### src/rtl/mips_fetch_pkg.sv
// Shared fetch-stage types: FSM encoding, default reset PC
// and the 64-bit prefetch entry layout {pc, instr}.
package mips_fetch_pkg;

  localparam int INSTR_W = 32;
  localparam logic [31:0] RESET_PC_DEF = 32'h0000_0000;

  typedef enum logic [1:0] {
    REQ     = 2'd0,
    WAIT    = 2'd1,
    DISCARD = 2'd2
  } fetch_state_e;

  typedef struct packed {
    logic [31:0]        pc;
    logic [INSTR_W-1:0] instr;
  } fetch_entry_t;

  localparam int ENTRY_W = $bits(fetch_entry_t);

endpackage

### src/rtl/fetch_fifo.sv
// Prefetch FIFO: push/pop/flush, head on dout, count/full/empty.
// Pointers carry an extra MSB so full and empty differ.
module fetch_fifo #(
  parameter int DEPTH = 4,
  parameter int W     = 64
) (
  input  logic                     clock,
  input  logic                     reset,
  input  logic                     push,
  input  logic                     pop,
  input  logic                     flush,
  input  logic [W-1:0]             din,
  output logic [W-1:0]             dout,
  output logic [$clog2(DEPTH):0]   count,
  output logic                     full,
  output logic                     empty
);

  localparam int AW = $clog2(DEPTH);

  logic [W-1:0] mem [DEPTH];
  logic [AW:0]  wr_ptr;
  logic [AW:0]  rd_ptr;

  always_ff @(posedge clock or negedge reset) begin
    if (!reset) begin
      wr_ptr <= '0;
      rd_ptr <= '0;
    end else if (flush) begin
      wr_ptr <= '0;
      rd_ptr <= '0;
    end else begin
      if (push) wr_ptr <= wr_ptr + 1'b1;
      if (pop)  rd_ptr <= rd_ptr + 1'b1;
    end
  end

  always_ff @(posedge clock) begin
    if (push && !flush)
      mem[wr_ptr[AW-1:0]] <= din;
  end

  assign dout  = mem[rd_ptr[AW-1:0]];
  assign count = wr_ptr - rd_ptr;
  assign full  = (count == (AW+1)'(DEPTH));
  assign empty = (wr_ptr == rd_ptr);

endmodule

### src/rtl/instr_fetch_queue.sv
// Fetch stage: fetch PC, one-outstanding imem requests, prefetch
// FIFO to decode, redirect flush. FETCH_PERF_EN adds perf counters.
module instr_fetch_queue
  import mips_fetch_pkg::*;
#(
  parameter int          DEPTH    = 4,
  parameter logic [31:0] RESET_PC = RESET_PC_DEF
) (
  input  logic                   clock,
  input  logic                   reset,
  input  logic                   redirect_valid,
  input  logic [31:0]            redirect_pc,
  output logic                   imem_req_valid,
  input  logic                   imem_req_ready,
  output logic [31:0]            imem_addr,
  input  logic                   imem_rsp_valid,
  input  logic [31:0]            imem_rsp_data,
  output logic                   out_valid,
  input  logic                   out_ready,
  output logic [31:0]            out_instr,
  output logic [31:0]            out_pc,
  output logic [31:0]            out_pc_plus4,
`ifdef FETCH_PERF_EN
  output logic [31:0]            perf_flush_cnt,
  output logic [31:0]            perf_stall_cnt,
`endif
  output logic [$clog2(DEPTH):0] count
);

  fetch_state_e state, state_nx;
  logic [31:0]  fetch_pc, fetch_pc_nx;
  fetch_entry_t head, wr_entry;
  logic         full, empty;
  logic         push, pop;
  logic         req_fire, rsp_in;

  assign out_valid = reset && !empty && !redirect_valid;
  assign pop       = out_valid && out_ready;

  assign imem_req_valid = reset && (state == REQ)
                        && (!full || pop);
  assign req_fire  = imem_req_valid && imem_req_ready;
  assign rsp_in    = imem_rsp_valid
                   && (state == WAIT || state == DISCARD);
  assign push      = rsp_in && (state == WAIT)
                   && !redirect_valid;

  // fetch_pc already advanced past the outstanding request
  assign wr_entry  = '{pc: fetch_pc - 32'd4,
                       instr: imem_rsp_data};
  assign imem_addr = fetch_pc;

  assign out_instr    = head.instr;
  assign out_pc       = head.pc;
  assign out_pc_plus4 = head.pc + 32'd4;

  always_comb begin
    state_nx    = state;
    fetch_pc_nx = fetch_pc;
    if (redirect_valid) begin
      fetch_pc_nx = redirect_pc & ~32'h3;
      // a response still owed must be thrown away; one that
      // lands in this very cycle settles the old request
      if (req_fire || (state != REQ && !rsp_in))
        state_nx = DISCARD;
      else
        state_nx = REQ;
    end else begin
      unique case (state)
        REQ: begin
          if (req_fire) begin
            state_nx    = WAIT;
            fetch_pc_nx = fetch_pc + 32'd4;
          end
        end
        WAIT, DISCARD: begin
          if (rsp_in) state_nx = REQ;
        end
        default: state_nx = REQ;
      endcase
    end
  end

  always_ff @(posedge clock or negedge reset) begin
    if (!reset) begin
      state    <= REQ;
      fetch_pc <= RESET_PC;
    end else begin
      state    <= state_nx;
      fetch_pc <= fetch_pc_nx;
    end
  end

  fetch_fifo #(
    .DEPTH (DEPTH),
    .W     (ENTRY_W)
  ) u_fifo (
    .clock (clock),
    .reset (reset),
    .push  (push),
    .pop   (pop),
    .flush (redirect_valid),
    .din   (wr_entry),
    .dout  (head),
    .count (count),
    .full  (full),
    .empty (empty)
  );

`ifdef FETCH_PERF_EN
  always_ff @(posedge clock or negedge reset) begin
    if (!reset) begin
      perf_flush_cnt <= '0;
      perf_stall_cnt <= '0;
    end else begin
      if (redirect_valid && perf_flush_cnt != '1)
        perf_flush_cnt <= perf_flush_cnt + 1'b1;
      if (out_ready && !out_valid && perf_stall_cnt != '1)
        perf_stall_cnt <= perf_stall_cnt + 1'b1;
    end
  end
`endif

endmodule

### config.mk
export PLATFORM = sky130hd
export DESIGN_NAME = instr_fetch_queue
export DESIGN_NICKNAME = d
export VERILOG_FILES = /design/src/rtl/mips_fetch_pkg.sv /design/src/rtl/fetch_fifo.sv /design/src/rtl/instr_fetch_queue.sv
export SDC_FILE = /design/constraint.sdc
export NUM_CORES = 1
export LEC_CHECK = 0
export ABC_AREA = 1
export CORE_AREA = 2 2 136 204
export CTS_CLUSTER_DIAMETER = 30
export DETAILED_ROUTE_END_ITERATION = 12
export DIE_AREA = 0 0 138 206
export GPL_TIMING_DRIVEN = 0
export PLACE_DENSITY_LB_ADDON = 0.3
export SYNTH_ARGS = -nofsm -noshare
export SYNTH_HDL_FRONTEND = slang
export SYNTH_SLANG_ARGS = --single-unit
### constraint.sdc
create_clock -name clock -period 5.25 [get_ports clock]
set_input_delay 1.3125 -clock clock [delete_from_list [all_inputs] [get_ports clock]]
set_output_delay 1.3125 -clock clock [all_outputs]
set_load 0.01 [all_outputs]
==> flow_summary.json <==
{
  "status": "complete, no violations",
  "p_int_mw": 4.610,
  "crit_path_frequent_cell": "nand2_1",
  "die_h_um": 206,
  "ctsResizeCount": 0,
  "tns_ps": 0,
  "worstSetupPathType": "reg2out",
  "synth.cell_area_sq_mm": 0.01450,
  "finalHoldViolCount": 0,
  "grt_usage_pct": 28.52,
  "worst_hold_startpoint": "u_fifo.wr_ptr[2]",
  "syn_area_per_cell_sq_um": 8.936,
  "ant_nets": 0,
  "area_growth_pct": 26.55,
  "postCtsSetupBuffers": 0,
  "min_to": "u_fifo.wr_ptr[2]",
  "die_width_um": 138,
  "holdPathStages": 1,
  "synth_cells": 1623,
  "cp.required_ps": 3940,
  "drive_gt1_share_pct": 8.703,
  "post-route-period-util_pct": 93.26,
  "num-fill-cells": 2088,
  "cp-start-kind": "flop",
  "cts_buffer_depth": 3,
  "post-route-util_pct": 68.35,
  "crit_fanout": 10,
  "seqCellArea_sq_mm": 0.008398,
  "ys_ff_latch": 286,
  "post_drt_wl_per_cell_um": 18.41,
  "tightest_slew_ps": 940.2,
  "place_area_sq_mm": 0.01710,
  "async_flop_share_pct": 13.29,
  "synth_top_area_cell": "edfxtp_1",
  "synth.area.top_cells": "edfxtp_1, nand2_1, dfrtp_1",
  "ys_types": 36,
  "r2r-end": "imem_addr[16]",
  "stdcell_area_sq_mm": 0.01835,
  "r2r-start": "u_fifo.rd_ptr[1]",
  "cts.sinks": 286,
  "root_buffer": "clkbuf_16",
  "power_density_mw_per_mm2": 353.4,
  "ctsHoldBuffers": 0,
  "dieArea_sq_mm": 0.02843,
  "skew_ps": 16.15,
  "cpLargestDelayFamily": "buffers and inverters",
  "antenna_cells": 0,
  "grt_antenna_before_repair": 0,
  "dr.pass1.iters": 6,
  "endpoint_kind": "primary output",
  "ir_drop_v": 0.0002732,
  "p_seq_share_pct": 42.3,
  "crit_slowest_cell": "clkdlybuf4s50_1",
  "avgViaCountPerCell": 5.569,
  "multi_input_area_sq_mm": 0.005350,
  "grt_overflow": 0,
  "cts_made_buffers": 37,
  "coreArea_sq_mm": 0.02685,
  "rows": 74,
  "cap_viol_max_count": 0,
  "synth-edff-count": 248,
  "port_buffers": 193,
  "slew_violations": 0,
  "gp_congestion": 1.019,
  "wl_um": 41200,
  "grt_pass1_vias": 12090,
  "cts_tree": "built",
  "grt_pass1_wl_um": 62900,
  "pwr-share-comb_pct": 18.6,
  "path_clk_slew_ps": 60,
  "arrival_ps": 3580,
  "hp-class": "reg2reg",
  "synth_warnings": 0,
  "r2r_cells": 13,
  "synth_ff_type": "edfxtp_1",
  "swShare_pct": 28.92,
  "slowest_delay_ps": 570,
  "rsz0062_at_grt": "no",
  "grt_max_degree": 39,
  "routed-via-count": 12460,
  "dpl.hpwl_um": 30040,
  "fin_crit_ps": 4896,
  "initial_core_util_pct": 54.01,
  "synth_commonest_cells": "nand2_1, edfxtp_1, nor2_1, nand3_1, o21ai_0",
  "synth.most_common_cell": "nand2_1",
  "critPathBufInv": 4,
  "nets": 1951,
  "clk_latency_ps": 530,
  "setup_violations": 0,
  "fmax_mhz": 204.2,
  "timing.slew.headroom_pct": 37.17,
  "p_sw_mw": 1.875,
  "htree_levels": 2,
  "p_clk_share_pct": 39.1,
  "rrSetupSlack_ps": 1960,
  "synth_top_area_share_pct": 51.35,
  "yosysSeqAreaShare_pct": 57.91,
  "p_leak_nw": 7.411,
  "drc": 0,
  "first_iter_violations": 1010,
  "cp_cell_sequence": "inv_2, buf_2, o211ai_1, nand2_1, ha_1, inv_1, nor2_4, nand2_2, nor2_2, nand2_1, xor2_1, clkdlybuf4s50_1",
  "pin_count": 203
}
worst max path at each step:
stage | depth (start not counted) | startpoint | slack [ps] | end
2_1_floorplan | 6 | redirect_valid | -5 | u_fifo.mem[0][0]
3_3_place_gp | 6 | redirect_valid | -2520 | u_fifo.mem[3][11]
3_5_place_dp | 12 | u_fifo.rd_ptr[1] | 690 | out_pc_plus4[18]
4_1_cts | 12 | u_fifo.rd_ptr[1] | 110 | out_pc_plus4[18]
5_1_grt | 13 | u_fifo.rd_ptr[0] | 190 | out_pc_plus4[18]
6_report | 12 | u_fifo.rd_ptr[1] | 350 | out_pc_plus4[18]
cells by family (layout without fill, tap and decap cells):
| group | Yosys count | in the layout | synth area share (%) |
|---|---|---|---|
| buffers and inverters | 170 | 438 | 5.539 |
| flip-flops | 286 | 286 | 57.91 |
| other | 1 | 6 | 0.02586 |
| AO/OA/AOI/OAI | 153 | 153 | 5.694 |
| AND/OR/NAND/NOR | 960 | 960 | 27.25 |
| XOR/XNOR | 40 | 40 | 2.416 |
| adder cells (fa/ha/maj) | 13 | 13 | 1.173 |
layout make-up:
cell class / instances / share of cell area (%)
clock inverters: 27 / 1.725
repair buffers: 202 / 11.56
multi-input cells: 1172 / 29.15
inverters: 99 / 2.066
well taps: 342 / 2.332
plain buffers: 70 / 2.298
clock buffers: 40 / 5.106
flip-flops and latches: 286 / 45.76
worst reg2reg max path, cell delays in order (launching register included):
cell	delay (ps)
dfrtp_1	460
inv_2	150
buf_2	270
buf_2	480
ha_1	320
nand2_1	50
inv_1	30
nand3_1	80
nand3_1	180
nand3_1	140
nand3_1	130
nand2_2	230
clkbuf_1	430
o21ai_0	170
registers in the layout, indices dropped and copies added, names as in the netlist:
name           flops
state              2
u_fifo.rd_ptr      3
u_fifo.wr_ptr      3
u_fifo.mem       248
imem_addr         30
metrics by stage:
stage | instances | worst slack (ps) | total power [mW] | hold slack [ps]
global placement | 2163 | -2521 | 3.933 | 457.1
detailed placement | 2172 | 692.4 | 3.966 | 478.7
finish | 2238 | 354.0 | 6.486 | 492.0
global route | 2238 | 190.9 | 6.721 | 520.2
floorplan | 1628 | -4.548 | 3.412 | 441.9
CTS | 2239 | 114.8 | 6.490 | 490.9
layout by cell type, fill, tap and decap left out, types with 4 or more instances in the layout:
master           synthesis  routed
buf_2                   19      20
clkdlybuf4s50_1          0     192
nand2_1                569     569
nor2_4                   4       8
o21ai_0                102     102
inv_8                    1       4
buf_4                   10      10
nand3b_1                 4       4
inv_2                    4       4
nand3_1                115     115
dfrtp_1                 38      38
o22ai_1                 33      33
nand4_1                 13      13
buf_6                    7       7
ha_1                    12      12
nor2_2                  13      13
buf_12                   2       9
nor3_1                   8       8
edfxtp_1               248     248
inv_1                   94      94
inv_6                    0       9
clkbuf_16                0      37
a21oi_1                  8       8
conb_1                   1       6
nor2_1                 205     201
xor2_1                  37      37
clkinv_1                 0       4
clkbuf_1                31      32
nand2_2                 25      25
per-layer routing:
layer	part of all wire (%)	global-route usage, %
met1	35	31.74
met4	5.8	17.64
met5	0	0
met2	52	51.94
met3	6.9	3.730
power groups by stage:
stage / Combinational (mW) / Sequential, mW / Clock [mW]
3_3_place_gp: 1.15 / 2.78 / 0
5_1_grt: 1.32 / 2.75 / 2.65
3_5_place_dp: 1.18 / 2.78 / 0
4_1_cts: 1.20 / 2.74 / 2.56
2_1_floorplan: 0.632 / 2.78 / 0
6_report: 1.21 / 2.74 / 2.54
No activity file was read; power rests on OpenSTA's default activity.
==> variant 1, RTL diff (same settings) <==
Put a register stage on the output `count`, with the module's reset. The value now appears one clock later. The other outputs are not delayed to match.
--- a/src/rtl/instr_fetch_queue.sv
+++ b/src/rtl/instr_fetch_queue.sv
@@ -26,6 +26,8 @@
 `endif
   output logic [$clog2(DEPTH):0] count
 );
+
+  logic [$clog2(DEPTH):0] count_d;
 
   fetch_state_e state, state_nx;
   logic [31:0]  fetch_pc, fetch_pc_nx;
@@ -102,7 +104,7 @@
     .flush (redirect_valid),
     .din   (wr_entry),
     .dout  (head),
-    .count (count),
+    .count (count_d),
     .full  (full),
     .empty (empty)
   );
@@ -121,5 +123,13 @@
   end
 `endif
 
+  always_ff @(posedge clock or negedge reset) begin
+    if (!reset) begin
+      count <= '0;
+    end else begin
+      count <= count_d;
+    end
+  end
+
 endmodule
 
Check against the original RTL: not equivalent (a bounded check fails within 4 cycles, from zero or initial values and one cycle with reset low).
==> variant 1 against the original RTL <==
Setup slack worse by 0.13 ns. Total power up 0.50%. Critical endpoint is now out_pc_plus4[28]. Sequential cell count rose by 3. Utilization rose by 0.24 points. Routed wire length rose by 0.17%. Critical path type unchanged. Synthesized area increased by 0.50%. Hold slack worse by 0.011 ns. Design area is 0.35% higher.
==> variant 1: results (changes against the original RTL) <==
Outcome
  • Status: finished clean

Power and ir drop
  • Switching share of power: 28.3% (-0.60 points)
  • Max VDD drop: 280 µV (+2.5%)
  • Static Leak: 7.42 nW (+0.16%)

Finish
  • Logic inverters: 96 (-3.0%)
  • Clock buffers: 39 (-2.5%)
  • Non-filler cells, final: 2233 (-0.22%)
  • Multi-input logic portion of the cell area: 29.1% (-0.040 points)
  • Register share of the cell area: 46.0% (+0.25 points)
  • Layout clock area frac: 6.81% (-0.024 points)
  • Layout cells sized above 1: 9.20% (+0.50 points)
  • Layout area overhead: 26.4%
  • Sequential cell count: 289 (+1.0%)
  • Non-Clock Buffer Count: 275 (+1.1%)
  • Data buffer area share: 13.8% (-0.11 points)
  • Fill cells: 2019 (-3.3%)

Critical path
  • Critical Path AT: 3.72 ns (+0.14 ns)
  • Flop2flop setup slack: 1.94 ns (-0.02 ns)
  • Family with the most delay on the worst path: simple AND/OR/NAND/NOR gates

Global routing
  • GRT met2 Usage: 52.7% (+0.78 points)
  • First-pass GRT wire length: 63800 µm (+1.4%)
  • GRT met3 Usage: 4.08% (+0.35 points)
  • Gr usage total: 28.8% (+0.31 points)
  • Vias in the first global route: 12300 (+1.6%)
  • GR Layer Usage met1: 32.3% (+0.52 points)

Logic synthesis
  • Post-synth ARST share: 14.2% (+0.90 points)
  • Xor and xnor area share after synthesis: 2.46% (+0.048 points)
  • Yosys cell types: 37 (+2.8%)
  • Complex-gate fraction of the synthesized area: 5.31% (-0.38 points)
  • Dominant cells by area after synthesis: edfxtp_1, nand2_1, dfrtp_1
  • Yosys warnings: 0 (unchanged)
  • Synth Instances: 1621 (-0.12%)
  • Adder-Cell Fraction of Synth Area: 1.17% (-0.0058 points)
  • Register area share after synthesis: 58.1% (+0.23 points)
  • Post-synth top cells: nand2_1, edfxtp_1, nor2_1, nand3_1, o21ai_0

Worst hold path
  • HP Start: state[1]$_DFFE_PN0P_

Placement
  • Global placer's final weighted congestion: 0.997 (-2.2%)
  • Place WS: 0.723 ns (+0.0308 ns)
  • Hpwl dp: 29900 µm (-0.53%)
  • Placed cell area: 17200 µm² (+0.38%)
  • I/O Buffers: 193 (unchanged)

Drt
  • First-pass DRT Iterations: 5 (-1)
  • Vias per inst: 5.50 (-1.2%)
  • Initial DRC count: 918 (-9.1%)
  • WL final: 41300 µm (+0.17%)

Timing
  • Hold WS: 0.481 ns (-0.0105 ns)
  • Clock skew: 0.0215 ns (+0.00531 ns)
  • Final worst path period share: 95.8% (+2.5 points)
-- variant 1: cell count changes after synthesis, moves of 3 or more --
cell	before	now
buf_2	19	15
clkbuf_1	31	37
dfrtp_1	38	41
nand2_1	569	561
nand3_1	115	121
nand3b_1	4	7
nor2_1	205	191
nor2_2	13	25
-- variant 1: final timing paths --
check | depth (start not counted) | endpoint
worst max-delay path | 12 | out_pc_plus4[28]
min in group asynchronous | 1 | imem_addr[2]$_DFFE_PN0P_
worst min register to register | 2 | state[1]$_DFFE_PN0P_
max in group asynchronous | 2 | count[1]$_DFF_PN0_
worst min-delay path | 2 | state[1]$_DFFE_PN0P_
worst max register to register | 12 | imem_addr[20]$_DFFE_PN0P_
-- variant 1: layer usage --
metal / share of wire (%) / vias to the layer above
li1: - / 5850
met1: 36 / 5700
met2: 52 / 599
met3: 7.0 / 139
met4: 5.6 / 0
met5: 0 / -
==> variant 2, RTL diff (same flow settings) <==
Without the edit above. The 3 states of `fetch_state_e` get a one-hot encoding in 3 bits.
--- a/src/rtl/mips_fetch_pkg.sv
+++ b/src/rtl/mips_fetch_pkg.sv
@@ -5,10 +5,10 @@
   localparam int INSTR_W = 32;
   localparam logic [31:0] RESET_PC_DEF = 32'h0000_0000;
 
-  typedef enum logic [1:0] {
-    REQ     = 2'd0,
-    WAIT    = 2'd1,
-    DISCARD = 2'd2
+  typedef enum logic [2:0] {
+    REQ     = 3'b001,
+    WAIT    = 3'b010,
+    DISCARD = 3'b100
   } fetch_state_e;
 
   typedef struct packed {
Function: no difference found for any inputs over 4 cycles, from zero or initial values and one cycle with reset low; so few cycles prove little.
==> variant 2 against the original RTL <==
Hold slack gained 0.065 ns. Utilization shrank 0.56 points. Design area is 0.82% lower. Synthesized area is 0.30% lower. Cell count fell by 0.18%. Sequential cell count increased by 1. Routed wire length grew 1.7%. Global-route usage increased by 0.82 points. Total power shrank 9.1%. Via count decreased by 0.86%. Synthesized cell count unchanged. Clock power is 7.9% lower. First-iteration DRC count is 18% lower. Setup slack lost 0.18 ns.
==> variant 2: results (changes against the original RTL) <==
Outcome
  • Status: finished clean

Global routing
  • Largest net degree at the start of global routing: 38 (-2.6%)
  • Gr usage total: 29.3% (+0.82 points)
  • Vias in the first global route: 12100 (-0.041%)
  • Antenna violations before repair: 0 (unchanged)
  • First-pass GRT wire length: 64700 µm (+2.9%)

Timing
  • Clock skew: 0.0223 ns (+0.00611 ns)
  • Worst slew pin tran: 0.794 ns (-0.146 ns)
  • Hold WS: 0.557 ns (+0.0645 ns)
  • Slew Limit Fails: 0 (unchanged)
  • Setup WS post-layout: 0.171 ns (-0.183 ns)

Logic synthesis
  • Dominant cells by area after synthesis: edfxtp_1, nand2_1, dfrtp_1
  • Yosys warnings: 0 (unchanged)
  • Post-synth ARST share: 13.6% (+0.30 points)
  • Yosys cell types: 34 (-5.6%)
  • Number of flops mapped to enable cells by yosys: 248 (unchanged)
  • Register area share after synthesis: 58.3% (+0.36 points)
  • Post-synth top cells: nand2_1, edfxtp_1, nor2_1, nand3_1, o21ai_0

Finish
  • Data buffer area share: 13.9% (about the same)
  • Fill cells: 2070 (-0.86%)
  • Layout area overhead: 25.9%
  • Layout cells sized above 1: 8.14% (-0.56 points)
  • Multi-input logic area: 5350 µm² (about the same)
  • Multi-In Gates: 1175 (+0.26%)
  • Non-Clock Buffer Count: 278 (+2.2%)
  • Logic inverters: 91 (-8.1%)
  • Multi-input logic portion of the cell area: 29.4% (+0.26 points)
  • Largest class: sequential cells
  • Layout clock area frac: 6.21% (-0.62 points)
  • Clock buffers: 40 (unchanged)
  • Max reg flops: 248 (unchanged)
  • Register area: 8420 µm² (+0.31%)
  • Nets: 1950 (-0.051%)

Drt
  • First-pass DRT Iterations: 7 (+1)
  • DR vias: 12400 (-0.86%)
  • Initial DRC count: 830 (-18%)
  • WL final: 41900 µm (+1.7%)

Placement
  • Placed cell area: 17100 µm² (-0.30%)
  • Place WS: 0.520 ns (-0.172 ns)
  • Hpwl dp: 30900 µm (+2.7%)
  • Global placer's final weighted congestion: 0.942 (-7.6%)

Worst hold path
  • Worst Hold Path EP: state[1]$_DFFE_PN0P_
  • HP Start: state[1]$_DFFE_PN0P_
  • WHS Path Cells: 2 (+1)

Clock network
  • Clock sinks: 287 (+0.35%)
  • CTS Buf Count: 36 (-2.7%)
  • Post_cts resized: 1 (+1)
  • Root buf cell: clkbuf_16
  • Setup bufs post-CTS: 0 (unchanged)
  • CTS H-tree depth: 2 (unchanged)

Critical path
  • End of the critical path: out_pc_plus4[18]
  • R2R cell count: 13 (unchanged)
  • Flop2flop setup slack: 1.78 ns (-0.18 ns)
  • Critical Path AT: 3.77 ns (+0.19 ns)
  • CP Launch Point: u_fifo.rd_ptr[0]$_DFFE_PN0P_
  • Max Fanout on Critical Path: 10 (unchanged)
  • Reg-to-reg endpoint: imem_addr[24]$_DFFE_PN0P_

Power and ir drop
  • Static Leak: 7.33 nW (-1.1%)
  • Max VDD drop: 266 µV (-2.8%)
variant 2: per-stage QoR:
stage                     util, %  std cells
final                        67.8       2234
after global routing         67.8       2234
after CTS                    67.7       2233
after detailed placement     63.5       2172
after global placement       62.7       2163
after floorplan                 -       1628
variant 2: report_power, final:
part | total, W | internal, W | switching, W
Sequential | 0.00272 | 0.00262 | 0.0000922
Clock | 0.00234 | 0.00138 | 0.000958
Combinational | 0.000840 | 0.000332 | 0.000508
variant 2: worst max-delay path, cell delays in order, from the launching register on:
cell             delay (ns)
dfrtp_1                0.48
inv_2                  0.18
clkbuf_4               0.25
nand2_1                0.07
nand3_1                0.08
nand2_1                0.17
inv_1                  0.12
ha_2                   0.27
inv_1                  0.13
nor2_2                 0.17
nand2_1                0.15
nor2_4                 0.22
nand2_1                0.11
xor2_1                 0.23
clkdlybuf4s50_1        0.58
variant 2: routing by layer:
| metal | wire (µm) | share of wire (%) | track usage (%) | vias to the layer above |
|---|---|---|---|---|
| met5 | 0 | 0 | 0 | - |
| met4 | 2160 | 5.2 | 16.3 | 0 |
| met2 | 22000 | 53 | 54.3 | 602 |
| met1 | 14700 | 35 | 32.6 | 5779 |
| met3 | 2990 | 7.1 | 4.08 | 125 |
| li1 | - | - | - | 5850 |
variant 2: logic make-up (layout without fill, tap and decap cells):
| kind of cell | after synthesis | in the layout | synth area share, % |
|---|---|---|---|
| AOI/OAI and AO/OA | 145 | 145 | 5.36 |
| xor gates and xnor gates | 46 | 46 | 2.79 |
| adders and majority gates | 11 | 11 | 1.00 |
| buffers and inverters | 166 | 430 | 5.10 |
| DFF | 287 | 287 | 58.3 |
| other | 1 | 6 | 0.0259 |
| and+or+nand+nor | 967 | 967 | 27.5 |
